File: src/rtl/mul8_seq_ctrl.sv
// Sequencer for a shift-and-add unsigned multiplier driving an external 2*WIDTH-bit adder.
// One operand pair per accepted start; WIDTH add cycles, then a one-cycle done pulse.
module mul8_seq_ctrl #(
  parameter int WIDTH = 8
) (
  input  logic                 clk,
  input  logic                 rst_n,
  input  logic                 start,
  input  logic [WIDTH-1:0]     a,
  input  logic [WIDTH-1:0]     b,
  output logic                 busy,
  output logic                 done,
  output logic [2*WIDTH-1:0]   product,
  output logic [2*WIDTH-1:0]   add_in1,
  output logic [2*WIDTH-1:0]   add_in2,
  input  logic [2*WIDTH-1:0]   add_out
);

  localparam int CW = (WIDTH > 1) ? $clog2(WIDTH) : 1;

  typedef enum logic [1:0] {
    IDLE,
    RUN,
    DONE
  } state_t;

  state_t               state;
  state_t               state_nx;
  logic [2*WIDTH-1:0]   acc;
  logic [2*WIDTH-1:0]   mcand_r;
  logic [WIDTH-1:0]     mplier_r;
  logic [CW-1:0]        cnt;
  logic                 last;

  assign last = (cnt == CW'(WIDTH - 1));

  // Outputs decode from state only, so start never reaches them combinationally.
  always_comb begin
    state_nx = state;
    busy     = 1'b0;
    done     = 1'b0;
    add_in1  = '0;
    add_in2  = '0;
    case (state)
      IDLE: begin
        if (start) state_nx = RUN;
      end
      RUN: begin
        busy    = 1'b1;
        add_in1 = acc;
        add_in2 = mplier_r[0] ? mcand_r : '0;
        if (last) state_nx = DONE;
      end
      DONE: begin
        done     = 1'b1;
        state_nx = IDLE;
      end
      default: state_nx = IDLE;
    endcase
  end

  always_ff @(posedge clk) begin
    if (!rst_n) begin
      state    <= IDLE;
      acc      <= '0;
      mcand_r  <= '0;
      mplier_r <= '0;
      cnt      <= '0;
      product  <= '0;
    end else begin
      state <= state_nx;
      case (state)
        IDLE: begin
          if (start) begin
            mcand_r  <= {{WIDTH{1'b0}}, a};
            mplier_r <= b;
            acc      <= '0;
            cnt      <= '0;
          end
        end
        RUN: begin
          acc      <= add_out;
          mcand_r  <= mcand_r << 1;
          mplier_r <= mplier_r >> 1;
          cnt      <= cnt + 1'b1;
          if (last) product <= add_out;
        end
        default: ;
      endcase
    end
  end

endmodule

File: config.mk
export PLATFORM = sky130hd
export DESIGN_NAME = mul8_seq_ctrl
export DESIGN_NICKNAME = d
export VERILOG_FILES = /design/src/rtl/mul8_seq_ctrl.sv
export SDC_FILE = /design/constraint.sdc
export NUM_CORES = 1
export LEC_CHECK = 0
export BUFFER_PORTS_ARGS = -buffer_cell sky130_fd_sc_hd__buf_4
export CAP_MARGIN = 20
export CORE_MARGIN = 5
export CORE_UTILIZATION = 44
export DETAILED_ROUTE_END_ITERATION = 8
export PLACE_DENSITY = 0.75
export SETUP_SLACK_MARGIN = 0.15
export SYNTH_ARGS = -nofsm -noshare
export SYNTH_HDL_FRONTEND = slang
export SYNTH_SLANG_ARGS = --single-unit
File: constraint.sdc
create_clock -name clk -period 1.6 [get_ports clk]
set_clock_uncertainty 0.2 [all_clocks]
set_input_delay 0.08 -clock clk [delete_from_list [all_inputs] [get_ports clk]]
set_output_delay 0.08 -clock clk [all_outputs]
set_load 0.02 [all_outputs]
-- Word level (Yosys, flattened, before mapping)
Cells that the tools add are included.
- add/subtract/negate cells: 1
- eq/ne operators: 5
- mux-type cells: 16
- reduce and logical (&&, ||, !) cells: 5
- operators with widths (cell ; number):
    2-to-1 mux 16 bit ; 5
    one-hot mux 16 bit (2 select lines) ; 2
    one-hot mux 8 bit (2 select lines) ; 1
    2-to-1 mux 8 bit ; 1
    one-hot mux 3 bit (2 select lines) ; 1
    AND reduction 2 bit ; 3
    2-to-1 mux 2 bit ; 2
    != test 2 bit (second input constant) ; 2
    one-hot mux 2 bit (2 select lines) ; 1
    adder 3 x 1 -> 3 bit (second input constant) ; 1
    == test 3 bit (second input constant) ; 1
    2-to-1 mux 3 bit ; 1
    == test 2 x 1 -> 1 bit (second input constant) ; 1
    == test 2 bit (second input constant) ; 1
    logical NOT 2 bit ; 1
    2-to-1 mux 1 bit ; 2
    nonzero test 2 bit ; 1
- bits in registers: 61
- bits of input ports: 35
- output and inout bits: 50
- logic and storage cells: 33

-- Logic depth before layout (Yosys ltp)
Gate-level depths: netlist (run 1).
- depth in word-level cells: 3
- depth in mapped cells: 7
- mapped depth without buffers: 4

-- Least setup slack after synthesis (run 1)
OpenSTA, ideal clock, no wires.
- path type: flip-flop to flip-flop
- start: register state[1]
- end: register product[10]
- setup time: 117 ps
- arrival: 1303 ps
- required time: 1283 ps
- slack: -20 ps
- stages on the path, launching flop included: 8
- path buffers: 3
- period minus slack after synthesis: 1620 ps
- cell sequence: dfxtp_1 -> nand2b_1 -> buf_4 -> inv_4 -> and3_4 -> buf_6 -> buf_6 -> a22o_1
- word-level cells in the longest chain between the ends: 2
- ends and longest elaborated chain (element ; line ; RTL):
    from (decl) ; 27 ; state_t state;
    from (signal assigned) ; 71 ; state <= state_nx;
    == test 2 x 1 -> 1 bit ; 72 ; case (state)
    AND reduction 2 bit (no source line) ; - ;
    to (signal assigned) ; 86 ; if (last) product <= add_out;
    to (decl) ; 13 ; output logic [2*WIDTH-1:0] product,
Every way passes these cells.
A chain may end at the register's enable or synchronous reset.

-- Worst setup path in the final report (run 1)
- start: register state[1]
- end: output add_in2[2]
- word-level cells in the longest chain between the ends: 2
- ends and longest elaborated chain (element ; line ; RTL):
    == test 2 x 1 -> 1 bit ; 44 ; case (state)
    2-to-1 mux 16 bit ; 44 ;
    to (decl) ; 15 ; output logic [2*WIDTH-1:0] add_in2,
Every way passes these cells.

==> impl_results.md, run 1 <==
- Post-synth EDFFs: 0
- Via count: 2,232
- First-pass GRT wire length: 10,900 µm
- Lkg Pwr: roughly 1.8 nW
- Final WS setup: -0.0524 ns
- Antenna violations before repair: 0
- Post-Syn Instances: roughly 220
- Gr usage total: 0.191
- TritonRoute pass-1 iters: 4
- Storage cell area: 0.00123 mm²
- Post-layout min period: around 1.7 ns
- Final setup fails: 24
- Worst reg2reg path depth: 3
- Syn avg cell area: between 10 and 15 µm²
- Fin crit share: 1.03
- I/O pin count: 85
- Max cap viols: 0
- Critical path type: reg2out
- Status: finished with violations
- Die width: 83.3 µm
- Largest net degree at the start of global routing: 20
- Failing checks: setup timing
- Crit path max fanout: 10
- RSZ-0062 raised after global routing: true
- Post-DRT Antenna Nets: 0
- Clk sinks: a little over 60
- Layout overhead on the synthesized area: 69.8%
- Top post-synthesis cells by area: dfxtp_1, a22o_1, and2_1
- Vias in the first global route: between 2,000 and 2,500
- Reg2reg setup slack: approximately 0.030 ns
- Chip height: around 83 µm
- Fillers: 328
- Slew Viols, Final: 0
- Final cell count without fillers: roughly 430
- Area of the multi-input gates: approximately 0.0012 mm²
- Die area: about 0.0069 mm²
- 1st-iter DRT viols: between 70 and 80
- Largest area contributor in the netlist: dfxtp_1
- Crit. End Element: output port
- Crit path from: state[1]
- Pwr Density: approximately 900 mW/mm²
- Synth top area share: 0.517
- FF-to-FF Start: state[1]
- DRC viols: 0
- Clock Path Buffers: 2
- Net count after synthesis: 260
- Num CTS Buffers: 9
- Setup WS pre-CTS: ~0.0051 ns
- Clock Tree Root: clkbuf_8
- Register area share after synthesis: 0.517
- Clock slew at reported path FFs: ~0.07 ns
- Final WL: roughly 6900 µm
- Layout cell share with drive strength beyond 1: 0.447
- PortBufs: 84
- Synthesized cell area: about 0.0024 mm²
- Fin. Hold Viols: 0
- DR vias/cell: between 5 and 6
- Slew HR: 0.562
- Synth unique cells: 30
- YS warnings: 0
- Post-synth top flop: dfxtp_1
- Worst vdd ir: 0.599 mV
- Drt wl/cell: between 15 and 20 µm
- Clock tree from TritonCTS: done
- H-tree levels: 3
- Ant. Diodes: 0
- Initial Util: 0.456
- Clk_lat worst skew: 0.33 ns
- Site row count: 26
- Detailed placement HPWL: 4090 µm
- Post-layout net count: a little under 400
- WP data arrival: about 1.4 ns
- Hold/Removal Path Class: in2reg
- RR Endpoint: mcand_r[0]
- Highest clock rate: between 600 and 700 MHz
- Synth Register Bits: between 60 and 70
- Cells after DPL: between 300 and 400
- Ys async rst share: 0
- Core ar.: 0.00517 mm²
- Worst-margin pin slew: about 0.66 ns
- GP Congestion: ~0.78
- Total gr overflow: 0
- Critical Path RT: between 1 and 1.5 ns
- Critical Path End: add_in2[2]
- CP startpoint kind: flop
-- registers in the layout, indices dropped and copies added, names as in the netlist --
register,flops
mcand_r,16
product,16
cnt,3
mplier_r,8
acc,16
state,2
-- metal layers --
layer	vias to the layer above	wire [µm]	share of wire	track usage
li1	1095	-	-	-
met1	1060	3030	0.44	0.230
met2	73	3360	0.48	0.309
met3	4	484	0.070	0.0703
met4	0	47	0.0068	0.0758
met5	-	0	0	0
-- critical path, cell delays in order (launching register included) --
cell	delay, ns
dfxtp_4	0.34
nand2b_4	0.17
inv_8	0.09
buf_16	0.13
and3_1	0.19
buf_6	0.13
-- repair_timing --
item / 4_1_cts / 5_1_grt
cloned: 1 / 2
buffers inserted: 3 / 0
endpoints found under the setup margin: 90 / 91
hold endpoints to repair: 50 / 0
hold buffers: 35 / 0
gates resized for setup: 45 / 27
pin swaps: 17 / 6
-- kinds of logic after synthesis --
logic type / count (synthesis) / synth area share
buffers and inverters: 23 / 0.0514
AOI/OAI and AO/OA: 77 / 0.253
adders and majority gates: 2 / 0.0106
DFF: 61 / 0.517
muxes: 8 / 0.0339
and+or+nand+nor: 52 / 0.134
-- how the worst min path moves through the flow --
stage,from,end,cells after the start
after CTS,start,state[0],4
after floorplan,add_out[0],acc[0],1
after global routing,rst_n,mcand_r[1],3
final,start,state[0],4
after global placement,add_out[5],acc[5],2
after detailed placement,add_out[0],acc[0],2
-- stage by stage --
stage                     utilization  power [mW]  hold slack [ns]  cell area (µm²)  TNS (ns)
after detailed placement        0.599        1.99            0.104             3100         0
after global routing            0.775        3.77           0.0800             4010     -2.70
final                           0.775        3.60           0.0814             4010    -0.699
after floorplan                     -        1.83          0.00569             2370         0
after global placement          0.599        1.98            0.101             3100         0
after CTS                       0.751        3.60           0.0219             3880    -0.699
-- power by group --
part	internal, mW	switching, mW
logic	0.271	0.201
clock network	0.881	0.620
registers	1.58	0.0516
total	2.73	0.873
-- synth_stat cells (2+ instances only) --
| master | instances |
|---|---|
| dfxtp_1 | 61 |
| a22o_1 | 42 |
| and2_1 | 17 |
| and3_1 | 16 |
| clkbuf_1 | 11 |
| nand2_1 | 9 |
| a21oi_1 | 8 |
| mux2i_1 | 8 |
| o211ai_1 | 7 |
| o21ai_1 | 7 |
| o32ai_1 | 7 |
| buf_2 | 5 |
| buf_4 | 3 |
| o21ai_0 | 3 |
| buf_6 | 2 |
| ha_1 | 2 |
| nor2_1 | 2 |
-- cells in the final DEF, fill, tap and decap left out, types with 2 or more instances in the layout --
cell type	instances
and3_1	6
o211ai_1	7
mux2i_1	8
a21oi_1	8
and2_4	8
o21ai_0	3
and2_1	9
dfxtp_4	2
nand2_1	9
clkinv_4	2
o32ai_2	6
buf_4	68
clkinvlp_4	3
dfxtp_2	2
ha_2	2
dlygate4sd3_1	34
clkbuf_8	9
o21ai_1	7
dfxtp_1	57
buf_6	31
buf_12	2
a22o_1	42
and3_4	11
bufinv_16	2
or3b_4	2
-- area by class of cell --
type	count	share of cell area
clock buffer	9	0.0309
clock inverter	7	0.0250
inverter	2	0.00374
multi-input combinational	140	0.292
sequential	61	0.307
tap	70	0.0218
timing repair buffer	137	0.319
No activity file was read; power rests on OpenSTA's default activity.
==> inputs of run 2 (changes only) <==
--- a/config.mk
+++ b/config.mk
@@ -7,11 +7,12 @@
 export LEC_CHECK = 0
 export BUFFER_PORTS_ARGS = -buffer_cell sky130_fd_sc_hd__buf_4
 export CAP_MARGIN = 20
+export CORE_ASPECT_RATIO = 1.2
 export CORE_MARGIN = 5
 export CORE_UTILIZATION = 44
 export DETAILED_ROUTE_END_ITERATION = 8
 export PLACE_DENSITY = 0.75
-export SETUP_SLACK_MARGIN = 0.15
+export SETUP_SLACK_MARGIN = 0.05
 export SYNTH_ARGS = -nofsm -noshare
 export SYNTH_HDL_FRONTEND = slang
 export SYNTH_SLANG_ARGS = --single-unit
==> run 2 against run 1 <==
The flow now finishes without violations. Wire length is 1.2% higher. Sequential power hardly changed. Global-route usage is 1.4 points higher. Critical endpoint is now add_in2[3].
==> impl_results.md, run 2 (same netlist as run 1, synthesis figures left out) <==
- Met2 usage: 0.346 (+0.0366)
- Clk sinks: 61 (unchanged)
- Total gr overflow: 0 (unchanged)
- Slew HR: 0.822 (+0.260)
- Crit path from: state[1]
- Layout cell share with drive strength beyond 1: 0.417 (-0.0297)
- Commonest cells after routing, fill and taps aside: buf_4, dfxtp_1, a22o_1, dlygate4sd3_1, buf_6
- Final Core Density: 0.746 (-0.0295)
- Most common cell after layout, fill and taps aside: buf_4
- M1 GR Usage: 0.244 (+0.0132)
- GP Congestion: 0.773 (-1.2%)
- Worst reg2reg path depth: 3 (unchanged)
- PortBufs: 84 (unchanged)
- Antenna violations before repair: 0 (unchanged)
- Clk_lat worst skew: 0.32 ns (about the same)
- WP data arrival: 1.32 ns (-0.05 ns)
- Ant. Diodes: 0 (unchanged)
- Final WS setup: 0.00444 ns (+0.0568 ns)
- Drt wl/cell: 16.8 µm (+3.4%)
- Largest net degree at the start of global routing: 27 (+35%)
- Via count: 2,224 (-0.36%)
- Critical Path RT: 1.32 ns (about the same)
- Fin crit share: 0.997 (-0.0355)
- Worst vdd ir: 0.650 mV (+8.5%)
- I/O pin count: 85 (unchanged)
- RSZ-0062 raised after global routing: true
- Hold/Removal Path Class: reg2reg
- Clock slew at reported path FFs: 0.06 ns (about the same)
- Chip height: 90.2 µm (+8.4%)
- Max cap viols: 0 (unchanged)
- Layout overhead on the synthesized area: 66.2%
- CP startpoint kind: flop
- Clock tree from TritonCTS: done
- Crit path max fanout: 10 (unchanged)
- Lkg Pwr: 1.76 nW (-0.80%)
- Clock Tree Root: clkbuf_8
- First-pass GRT wire length: 11,700 µm (+7.6%)
- Site row count: 29 (+12%)
- Pwr Density: 856 mW/mm² (-4.7%)
- Clock Path Buffers: 2 (unchanged)
- H-tree levels: 3 (unchanged)
- Worst-margin pin slew: 0.267 ns (-0.390 ns)
- DR vias/cell: 5.33 (+1.8%)
- DRC viols: 0 (unchanged)
- Largest regs: acc (16), mcand_r (16), product (16)
- Setup TNS: 0 ns (+0.699 ns)
- Final setup fails: 0 (-100%)
- FF-to-FF Start: state[1]
- Critical Path End: add_in2[3]
- Gr usage total: 0.206 (+0.0144)
- Detailed placement HPWL: 4080 µm (-0.12%)
- TritonRoute pass-1 iters: 4 (unchanged)
- Slew Viols, Final: 0 (unchanged)
- Vias in the first global route: 2,286 (+0.13%)
- Die width: 76.9 µm (-7.7%)
- Status: finished, final reports clean
- Num CTS Buffers: 9 (unchanged)
- Post-DRT Antenna Nets: 0 (unchanged)
- Highest clock rate: 627 MHz (+3.6%)
- Critical path type: reg2out
- Setup WS pre-CTS: -0.231 ns (-0.236 ns)
- Crit. End Element: output port
- Reg2reg setup slack: 0.04 ns (about the same)
- Post-layout net count: 389 (+0.26%)
- Final WL: 7000 µm (+1.2%)
- Met3 usage: 0.0630 (-0.00730)
- 1st-iter DRT viols: 102 (+32%)
- Most crowded layer after global routing: met2
- Die area: 0.00694 mm² (about the same)
- Fin. Hold Viols: 0 (unchanged)
- Initial Util: 0.449 (-0.00771)
- RR Endpoint: mcand_r[0]
- Post-layout min period: 1.60 ns (-0.0568 ns)
- Core ar.: 0.00526 mm² (+1.7%)
[run 2: cell count changes in the layout (fill, tap and decap cells not counted), sizes merged]
cell	previous run	this run
clkinv	2	1
dlymetal6s4s	1	0
clkbuf	9	12
bufinv	2	1
and3	17	19
or3b	2	1
buf	102	103
clkinvlp	3	0
[run 2: worst min path at each step]
stage	start	to	slack [ns]	cells after the start
floorplan	add_out[0]	acc[0]	0.006	1
global placement	add_out[10]	acc[10]	0.1	2
CTS	cnt[0]	cnt[0]	0.24	1
detailed placement	add_out[2]	acc[2]	0.10	2
finish	mplier_r[7]	mplier_r[7]	0.26	2
global route	acc[4]	acc[4]	0.29	1
[run 2: metal layers]
metal	wire length, µm	up-vias
met5	0	-
li1	-	1087
met4	74	0
met1	2940	1059
met2	3590	70
met3	399	8
[run 2: power by group]
group / switching [mW] / total, mW / internal [mW]
Clock: 0.526 / 1.27 / 0.743
Sequential: 0.0472 / 1.63 / 1.58
Combinational: 0.198 / 0.460 / 0.262
Total: 0.772 / 3.36 / 2.59
[run 2: worst max-delay path, cell delays in order (launching register included)]
cell	delay [ns]
dfxtp_2	0.32
nand2b_4	0.16
inv_8	0.09
buf_16	0.13
and3_4	0.19
buf_6	0.12
[run 2: final cells by class]
type	instances	area (µm²)
well taps	62	77.6
fillers	384	1340
flip-flops and latches	61	1230
clock buffers	12	145
clock inverters	2	35.0
multi-input cells	141	1150
repair buffers	137	1270
inverters	2	15.0
[run 2: timing repair]
item                                    CTS  global route
endpoints found under the setup margin   50            76
endpoints found under the hold margin    50             0
hold buffers                             34             0
gates cloned                              3             0
gates resized for setup                  51            14
pin swaps                                 1             7
buffers inserted                          5             1
[run 2: through the flow]
step	instances	area (µm²)	power, mW	hold slack [ns]
2_1_floorplan	223	2370	1.83	0.00569
3_3_place_gp	361	3070	1.97	0.0997
3_5_place_dp	361	3070	1.98	0.104
4_1_cts	417	3870	3.37	0.238
5_1_grt	417	3920	3.51	0.289
6_report	417	3920	3.36	0.260
==> inputs of run 3 (changes only) <==
==> config.mk (replaced) <==
export PLATFORM = sky130hd
export DESIGN_NAME = mul8_seq_ctrl
export DESIGN_NICKNAME = d
export VERILOG_FILES = /design/src/rtl/mul8_seq_ctrl.sv
export SDC_FILE = /design/constraint.sdc
export NUM_CORES = 1
export LEC_CHECK = 0
export BUFFER_PORTS_ARGS = -buffer_cell sky130_fd_sc_hd__buf_2
export CAP_MARGIN = 20
export CORE_ASPECT_RATIO = 1.2
export CORE_MARGIN = 5
export CORE_UTILIZATION = 44
export DETAILED_ROUTE_END_ITERATION = 8
export PLACE_DENSITY = 0.75
export SETUP_SLACK_MARGIN = 0.4
export SYNTH_ARGS = -nofsm -noshare
export SYNTH_HDL_FRONTEND = slang
export SYNTH_SLANG_ARGS = --single-unit
==> run 3 against run 2 <==
Die area did not move. Largest power group unchanged. Non-clock buffer count rose by 12. Worst setup slack got worse by 0.063 ns. Via count rose by 7.3%. Wire length rose by 17%. The flow now finishes with violations (hold timing, setup timing). Utilization rose by 3.1 points. Total power fell by 0.41%. Critical path depth did not move. Cell count rose by 2.6%. Sequential power barely moved. Highest routed layer unchanged. First-iteration DRC count rose by 64%.
==> impl_results.md, run 3 (same netlist as run 1, synthesis figures left out) <==
- Status: finished with violations
- Failing checks: hold timing, setup timing
- Reg2reg setup slack: 0.01 ns (-0.03 ns)
- Slew Viols, Final: 0 (unchanged)
- Chip height: 90.2 µm (unchanged)
- Clock Path Buffers: 2 (unchanged)
- Hold/Removal Path Class: in2reg
- Fin. Hold Viols: 1 (+1)
- GP Congestion: 0.830 (+7.4%)
- Highest clock rate: 603 MHz (-3.8%)
- Layout overhead on the synthesized area: 73.2%
- Hold path startpoint: a[0]
- Antenna violations before repair: 0 (unchanged)
- Max cap viols: 0 (unchanged)
- Vias in the first global route: 2,553 (+12%)
- Layout cell share with drive strength beyond 1: 0.533 (+0.116)
- Largest net degree at the start of global routing: 19 (-30%)
- Site row count: 29 (unchanged)
- Post-layout min period: 1.66 ns (+0.0631 ns)
- Slew HR: 0.800 (-0.0224)
- Die width: 76.9 µm (unchanged)
- CP startpoint kind: flop
- Clock tree from TritonCTS: done
- Detailed placement HPWL: 4120 µm (+0.96%)
- Final WS setup: -0.0587 ns (-0.0631 ns)
- Crit. End Element: output port
- Area of the multi-input gates: 0.00128 mm² (+11%)
- Total gr overflow: 0 (unchanged)
- Critical Path RT: 1.32 ns (about the same)
- Pwr Density: 818 mW/mm² (-4.4%)
- WP data arrival: 1.38 ns (+0.06 ns)
- FF-to-FF Start: state[1]
- Worst-margin pin slew: 0.297 ns (+0.0304 ns)
- Max stage delay on crit path: 0.35 ns (+0.03 ns)
- Via count: 2,386 (+7.3%)
- H-tree levels: 3 (unchanged)
- Num CTS Buffers: 9 (unchanged)
- Clock Tree Root: clkbuf_8
- Power, Total: 3.35 mW (-0.41%)
- Post-layout net count: 400 (+2.8%)
- Core ar.: 0.00526 mm² (unchanged)
- Commonest cells after routing, fill and taps aside: dfxtp_1, buf_6, buf_2, a22o_1, dlygate4sd3_1
- Post-DRT Antenna Nets: 0 (unchanged)
- First-pass GRT wire length: 12,800 µm (+9.4%)
- Setup TNS: -0.763 ns (-0.763 ns)
- Worst reg2reg path depth: 7 (+4)
- Storage cell area: 0.00123 mm² (+0.61%)
- Worst-path cell chain: nand2b_4 -> inv_8 -> buf_6 -> and3_2 -> buf_6
- RSZ-0062 raised after global routing: true
- Final WL: 8210 µm (+17%)
- I/O pin count: 85 (unchanged)
- Fin crit share: 1.04 (+0.0395)
- Hold Path End: mcand_r[0]
- Ant. Diodes: 0 (unchanged)
- Hold buffers post-CTS: 33 (-2.9%)
- Critical-path top delay cell: dfxtp_4
- Clk sinks: 61 (unchanged)
- Most common cell after layout, fill and taps aside: dfxtp_1
- Hold Path Stages: 3 (+1)
- Die area: 0.00694 mm² (unchanged)
- Final hold slack: -0.0640 ns (-0.324 ns)
- Crit path from: state[1]
- Fillers: 290 (-24%)
- DR vias/cell: 5.57 (+4.5%)
- DRC viols: 0 (unchanged)
- Lkg Pwr: 1.84 nW (+4.9%)
- Critical path type: reg2out
- Initial Util: 0.449 (unchanged)
- Most frequent CP cell: buf_6
- Clk_lat worst skew: 0.33 ns (about the same)
- Clock slew at reported path FFs: 0.06 ns (about the same)
- RR Endpoint: product[11]
- 1st-iter DRT viols: 167 (+64%)
- Crit path max fanout: 6 (-4)
- PortBufs: 84 (unchanged)
- Gr usage total: 0.226 (+0.0198)
- Largest regs: acc (16), mcand_r (16), product (16)
- Worst vdd ir: 0.846 mV (+30%)
- TritonRoute pass-1 iters: 5 (+1)
- Final setup fails: 22 (+22)
- Drt wl/cell: 19.2 µm (+14%)
-- run 3: worst max path at each step --
stage	cells after the start	slack, ns	end
after floorplan	7	0.07	product[10]
after global placement	3	0.06	mplier_r[0]
after detailed placement	3	0.007	mplier_r[1]
after CTS	5	-0.03	add_in2[13]
after global routing	5	-0.09	add_in2[2]
final	5	-0.06	add_in2[2]
-- run 3: layout make-up --
| class | count | area share |
|---|---|---|
| sequential | 61 | 0.302 |
| clock buffer | 12 | 0.0379 |
| tap | 62 | 0.0190 |
| clock inverter | 2 | 0.00245 |
| inverter | 2 | 0.00367 |
| multi-input combinational | 140 | 0.312 |
| timing repair buffer | 149 | 0.323 |
-- run 3: worst max-delay path, delay by kind of cell, from the launching register on --
family        cells  cell delay (ns)
flops             1             0.35
simple gates      2             0.36
buf+inv           3             0.34
-- run 3: stage by stage --
step | area, µm² | hold WS, ns | utilization | setup slack (ns) | std cells
6_report | 4090 | -0.0640 | 0.777 | -0.0587 | 428
5_1_grt | 4090 | -0.0818 | 0.777 | -0.0875 | 428
4_1_cts | 3960 | -0.0731 | 0.752 | -0.0289 | 424
3_5_place_dp | 2940 | 0.112 | 0.558 | 0.00658 | 361
3_3_place_gp | 2940 | 0.106 | 0.558 | 0.0556 | 361
2_1_floorplan | 2460 | 0.00569 | - | 0.0659 | 223
-- run 3: timing repair --
item,4_1_cts,5_1_grt
setup buffers,9,4
setup endpoints to repair,95,95
pin swaps,15,14
hold endpoints to repair,48,1
gates cloned,7,0
gates resized for setup,117,26
-- run 3: report_power, final --
part | switching, mW | total (mW) | leakage (nW) | internal, mW
logic | 0.238 | 0.532 | 1.25 | 0.294
registers | 0.0588 | 1.64 | 0.500 | 1.58
clock network | 0.551 | 1.18 | 0.0881 | 0.624
-- run 3: per-layer routing --
layer | GRT usage | vias to the layer above | routed length [µm]
met5 | 0 | - | 0
met4 | 0.0831 | 0 | 179
met3 | 0.0640 | 19 | 465
met2 | 0.404 | 95 | 4500
met1 | 0.249 | 1152 | 3060
li1 | - | 1120 | -
